## config.mk

```make
export PLATFORM = sky130hd
export DESIGN_NAME = mmio_led_timer
export DESIGN_NICKNAME = d
export VERILOG_FILES = /design/src/rtl/mmio_led_timer.sv
export SDC_FILE = /design/constraint.sdc
export NUM_CORES = 1
export LEC_CHECK = 0
export ABC_CLOCK_PERIOD_IN_PS = 2700
export CORE_AREA = 4 4 114 116
export DETAILED_ROUTE_END_ITERATION = 6
export DIE_AREA = 0 0 118 120
export PLACE_DENSITY = 0.77
export SLEW_MARGIN = 20
export SYNTH_ARGS = -nofsm -noshare
export SYNTH_HDL_FRONTEND = slang
export SYNTH_SLANG_ARGS = --single-unit
```

## constraint.sdc

```tcl
create_clock -name clk -period 2.7 [get_ports clk]
set_input_delay 0.27 -clock clk [delete_from_list [all_inputs] [get_ports clk]]
set_output_delay 0.27 -clock clk [all_outputs]
set_load 0.1 [all_outputs]
```

## src/rtl/mmio_led_timer.sv

```systemverilog
// mmio_led_timer
//   Memory-mapped LED/timer peripheral that sits beside dmem on the core's
//   data bus. It provides a 16-byte register window with LED_DATA, MODE,
//   PERIOD and STATUS. The block rotates or blinks the LED pattern in
//   hardware on every timer tick, and it keeps a sticky tick flag.
//
// Ports
//   clk      : system clock; all state changes on the rising edge
//   reset    : asynchronous reset, active low
//   we       : store strobe (MemWrite)
//   addr     : byte address (DataAdr); addr[1:0] is ignored
//   wdata    : store data (WriteData); only full-word stores are supported
//   hit      : combinational; addr lies inside the register window
//   rdata    : combinational read data; 0 when !hit
//   led      : LED pins, driven from registered state only
//   tick_irq : level copy of STATUS.TICK
module mmio_led_timer #(
  parameter logic [31:0]      BASE_ADDR  = 32'h0000_0100,
  parameter int unsigned      CNT_W      = 24,
  parameter logic [CNT_W-1:0] RST_PERIOD = CNT_W'(50),
  parameter logic [7:0]       RST_LED    = 8'h01
) (
  input  logic        clk,
  input  logic        reset,
  input  logic        we,
  input  logic [31:0] addr,
  input  logic [31:0] wdata,
  output logic        hit,
  output logic [31:0] rdata,
  output logic [7:0]  led,
  output logic        tick_irq
);

  typedef enum logic [1:0] {
    MODE_STATIC = 2'd0,
    MODE_ROL    = 2'd1,
    MODE_ROR    = 2'd2,
    MODE_BLINK  = 2'd3
  } mode_e;

  logic [7:0]       led_data_q, led_data_d;
  mode_e            mode_q, mode_d;
  logic [CNT_W-1:0] period_q, period_d;
  logic [CNT_W-1:0] cnt_q, cnt_d;
  logic             tick_q, tick_d;
  logic             blink_q, blink_d;

  logic [1:0]       off;
  logic             wr_led, wr_mode, wr_period, wr_status;
  logic             tick;
  logic [CNT_W+7:0] status_w;
  logic             unused_bits;

  function automatic logic [CNT_W-1:0] dec_sat(input logic [CNT_W-1:0] v);
    return (v == '0) ? '0 : v - CNT_W'(1);
  endfunction

  // Address decode
  assign hit = (addr[31:4] == BASE_ADDR[31:4]);
  assign off = addr[3:2];

  assign wr_led    = we && hit && (off == 2'd0);
  assign wr_mode   = we && hit && (off == 2'd1);
  assign wr_period = we && hit && (off == 2'd2);
  assign wr_status = we && hit && (off == 2'd3);

  // Bits that are deliberately ignored: the byte lane and the wdata bits
  // above the register widths.
  assign unused_bits = ^{addr[1:0], wdata};

  // A PERIOD or MODE write reloads the counter, so a tick cannot fire in
  // that write cycle.
  assign tick = (period_q != '0) && (cnt_q == '0) && !wr_period && !wr_mode;

  // Next-state logic
  always_comb begin
    led_data_d = led_data_q;
    mode_d     = mode_q;
    period_d   = period_q;
    cnt_d      = cnt_q;
    tick_d     = tick_q;
    blink_d    = blink_q;

    // Counter
    if (wr_period) begin
      period_d = wdata[CNT_W-1:0];
      cnt_d    = dec_sat(wdata[CNT_W-1:0]);
    end else if (wr_mode) begin
      cnt_d = dec_sat(period_q);
    end else if (period_q == '0) begin
      cnt_d = '0;
    end else if (cnt_q == '0) begin
      cnt_d = period_q - CNT_W'(1);
    end else begin
      cnt_d = cnt_q - CNT_W'(1);
    end

    // Mode and blink phase
    if (wr_mode) begin
      mode_d  = mode_e'(wdata[1:0]);
      blink_d = 1'b0;
    end else if (tick && (mode_q == MODE_BLINK)) begin
      blink_d = ~blink_q;
    end

    // LED pattern: a software write overrides the rotate of the same cycle
    if (wr_led) begin
      led_data_d = wdata[7:0];
    end else if (tick) begin
      unique case (mode_q)
        MODE_ROL: led_data_d = {led_data_q[6:0], led_data_q[7]};
        MODE_ROR: led_data_d = {led_data_q[0], led_data_q[7:1]};
        default:  led_data_d = led_data_q;
      endcase
    end

    // Sticky flag: a new tick wins over a W1C in the same cycle
    if (tick) begin
      tick_d = 1'b1;
    end else if (wr_status && wdata[0]) begin
      tick_d = 1'b0;
    end
  end

  always_ff @(posedge clk or negedge reset) begin
    if (!reset) begin
      led_data_q <= RST_LED;
      mode_q     <= MODE_STATIC;
      period_q   <= RST_PERIOD;
      cnt_q      <= RST_PERIOD;
      tick_q     <= 1'b0;
      blink_q    <= 1'b0;
    end else begin
      led_data_q <= led_data_d;
      mode_q     <= mode_d;
      period_q   <= period_d;
      cnt_q      <= cnt_d;
      tick_q     <= tick_d;
      blink_q    <= blink_d;
    end
  end

  // Read mux
  assign status_w = {cnt_q, 7'b0, tick_q};

  always_comb begin
    rdata = '0;
    if (hit) begin
      unique case (off)
        2'd0:    rdata = {24'b0, led_data_q};
        2'd1:    rdata = {30'b0, mode_q};
        2'd2:    rdata = 32'(period_q);
        default: rdata = 32'(status_w);
      endcase
    end
  end

  // Outputs
  assign led      = ((mode_q == MODE_BLINK) && blink_q) ? 8'h00 : led_data_q;
  assign tick_irq = tick_q;

endmodule

```

==> summary.md <==
| Metric | Value |
|---|---|
| Setup violators final | `0` |
| Post-DRT Antenna Nets | `0` |
| Hpwl dp | `11750 um` |
| Hold Vio Cnt, Final | `0` |
| CP arrival | `2.36 ns` |
| Worst-Margin Slew | `~0.5 ns` |
| CTS tree | `done` |
| Clk buf depth | `2` |
| Global-route wire length before repair | `24930 um` |
| Seq/Total Area, Yosys | `between 30% and 40%` |
| Post-synthesis cell area | `4730 um^2` |
| Final setup TNS | `0 ns` |
| Nets@finish | `726` |
| CTS buffer count | `9` |
| CTS Sinks | `60` |
| Initial Util | `39.71%` |
| Hold Crit Class | `in -> async` |
| EDFF count, synth | `0` |
| Cells after Synth | `509` |
| Post-DR wirelength/cell | `18.89 um` |
| Worst-Skew Late Latency | `0.33 ns` |
| WS Path Type | `in -> out` |
| WP data required | `about 2.4 ns` |
| Post-route insts no fill | `805` |
| Final GP Congestion | `0.9493` |
| Vias in the first global route | `4806` |
| Ys flop type | `dfrtp_1` |
| Die X | `approximately 120 um` |
| Slew Limit Fails | `0` |
| Ys Warns | `0` |
| Chip Height | `120 um` |
| Slew margin rel. | `65.45%` |
| Total of max-cap violations | `0` |
| Total power divided by cell area | `320.5 nW/um^2` |
| Mapped Nets | `582` |
| Die area | `14160 um^2` |
| Max Clk Rate | `380.9 MHz` |
| Gr usage total | `21.70%` |
| Worst-path clk slew | `about 0.060 ns` |
| Worst hold margin | `~0.48 ns` |
| Worst setup SP type | `primary input` |
| Outcome | `complete, no violations` |
| I/O pin total | `109` |
| Crit path time final | `between 2 and 3 ns` |
| PortBufs | `98` |
| # DRC | `0` |
| Static Leak | `0.002790 uW` |
| Unrepaired setup endpoints after global routing | `no` |
| Largest net degree at the start of global routing | `slightly above 60` |
| H-tree levels | `3` |
| Final Skew | `0.005927 ns` |
| Crit Path Max Fanout | `6` |
| DR vias/cell | `5.716` |
| Fin crit share | `97.24%` |
| Row cnt | `40` |
| Peak supply drop | `0.2192 mV` |
| Endpoint type of the worst setup path | `primary output` |
| Post-synthesis cell type count | `51` |
| Iter 0 DRT Violations | `345` |
| Root Buffer | `clkbuf_16` |
| Vias | `4601` |
| Initial antenna violation count | `0` |
| Congestion Overflow GR | `0` |
| Dpl cells | `787` |
| Syn avg cell area | `9.292 um^2` |
| Post-synthesis async set-or-reset flop share | `100.0%` |
| Synth-to-Final Area Change | `51.53%` |
| Routed Wire Length | `15210 um` |
| Ant diodes | `0` |
| Core Box Area | `11910 um^2` |
| #FFs+latches synth | `60` |
| Share of cells above drive strength 1 | `between 30% and 40%` |
| Pre-antenna DRT Iters | `4` |
metal layers:
layer / track usage [%] / part of all wire [%]
met5: 0 / 0
met4: 8.425 / 2.7
met3: 3.676 / 4.9
met2: 36.90 / 50
met1: 27.59 / 42
through the flow:
step	total power, uW	utilization, %	setup slack, ns	cell area (um^2)
floorplan	983.5	-	-0.4402	4937
global placement	1128	56.99	-0.1135	6788
detailed placement	1134	56.99	-0.1770	6788
CTS	2303	59.97	0.002820	7143
global route	2359	60.17	0.02501	7167
finish	2297	60.17	0.07451	7167
critical path, cell delays in order:
cell and delay, ns:
clkdlybuf4s50_1 0.41, or4_4 0.49, or3_4 0.38, or3_4 0.46, nor2_4 0.16, buf_12 0.18
path summary, 6_finish.rpt:
path | from | end | slack (ns) | cells after the start
min | reset | cnt_q[15] | 0.48 | 3
min in group clk | tick_irq | tick_irq | 0.55 | 1
max | addr[21] | rdata[3] | 0.07 | 6
max in group asynchronous | reset | cnt_q[4] | 1.90 | 3
max reg2reg | period_q[14] | led_data_q[5] | 0.27 | 7
min reg2reg | tick_irq | tick_irq | 0.55 | 1
sequential cells by signal, summed over array words and instances, names as in the netlist:
name        count
period_q       24
cnt_q          24
led_data_q      8
mode_q          2
blink_q         1
tick_irq        1
cell type report:
class	instances	area (um^2)
well taps	147	183.9
flip-flops and latches	60	1510
clock buffers	12	256.5
fillers	974	4745
clock inverters	4	47.55
repair buffers	159	1849
inverters	8	30.03
multi-input cells	415	3289
synth_stat cells (all sizes together) (2+ instances only):
cell | n | area share, %
a21o | 2 | 0.32
and2 | 10 | 1.3
and3 | 8 | 1.1
buf | 14 | 1.9
clkbuf | 12 | 0.95
dfrtp | 53 | 28
dfstp | 7 | 3.9
ha | 6 | 1.6
inv | 8 | 0.63
mux2 | 24 | 5.7
mux2i | 70 | 15
nand2 | 29 | 2.3
nand2b | 3 | 0.40
nand3 | 13 | 1.4
nand3b | 4 | 0.63
nand4 | 13 | 1.7
nand4b | 3 | 0.56
nor2 | 47 | 3.9
nor2b | 2 | 0.26
nor3 | 25 | 3.0
nor3b | 3 | 0.48
nor4 | 25 | 3.4
nor4b | 5 | 1.1
o21ai | 21 | 2.2
o2bb2ai | 8 | 1.5
o31a | 2 | 0.37
or3 | 9 | 1.2
or4 | 7 | 1.1
or4b | 2 | 0.42
xnor2 | 38 | 7.0
xor2 | 26 | 4.8
report_power, final:
group / switching (uW) / internal, uW
logic: 105 / 115
registers: 0.00955 / 901
clock network: 416 / 761
total: 520 / 1780
cells in the final DEF (no fill, tap or decap), types with 6 or more instances in the layout:
cell type and count:
o2bb2ai_1 8, nand2_1 28, inv_1 8, o21ai_1 15, or3_1 7, and3_2 8, buf_12 41, buf_4 61
nor2_1 24, dfrtp_1 53, dfstp_2 7, o21ai_0 6, xor2_1 26, mux2_2 24, nor2_4 23, nand4_1 13
nor3_1 21, xnor2_1 38, clkdlybuf4s50_1 47, mux2i_1 70, ha_1 6, nor4_1 24, clkbuf_16 9, nand3_1 13
and2_1 8
logic make-up (layout without fill, tap and decap cells):
family / Yosys count / in the layout / share of synthesized area (%)
muxes: 95 / 95 / 21.01
adders and majority gates: 6 / 6 / 1.587
DFF: 60 / 60 / 31.93
and+or+nand+nor: 211 / 211 / 24.81
buffers and inverters: 34 / 183 / 3.518
AOI/OAI and AO/OA: 39 / 39 / 5.291
xor gates and xnor gates: 64 / 64 / 11.85
timing repair:
action	CTS	global route
hold buffers	1	0
pin swaps	10	6
buffers inserted	1	1
endpoints found under the setup margin	37	17
cloned	0	0
hold endpoints to repair	53	0
gates resized for setup	12	7
Power figures use the tool's default switching activity.
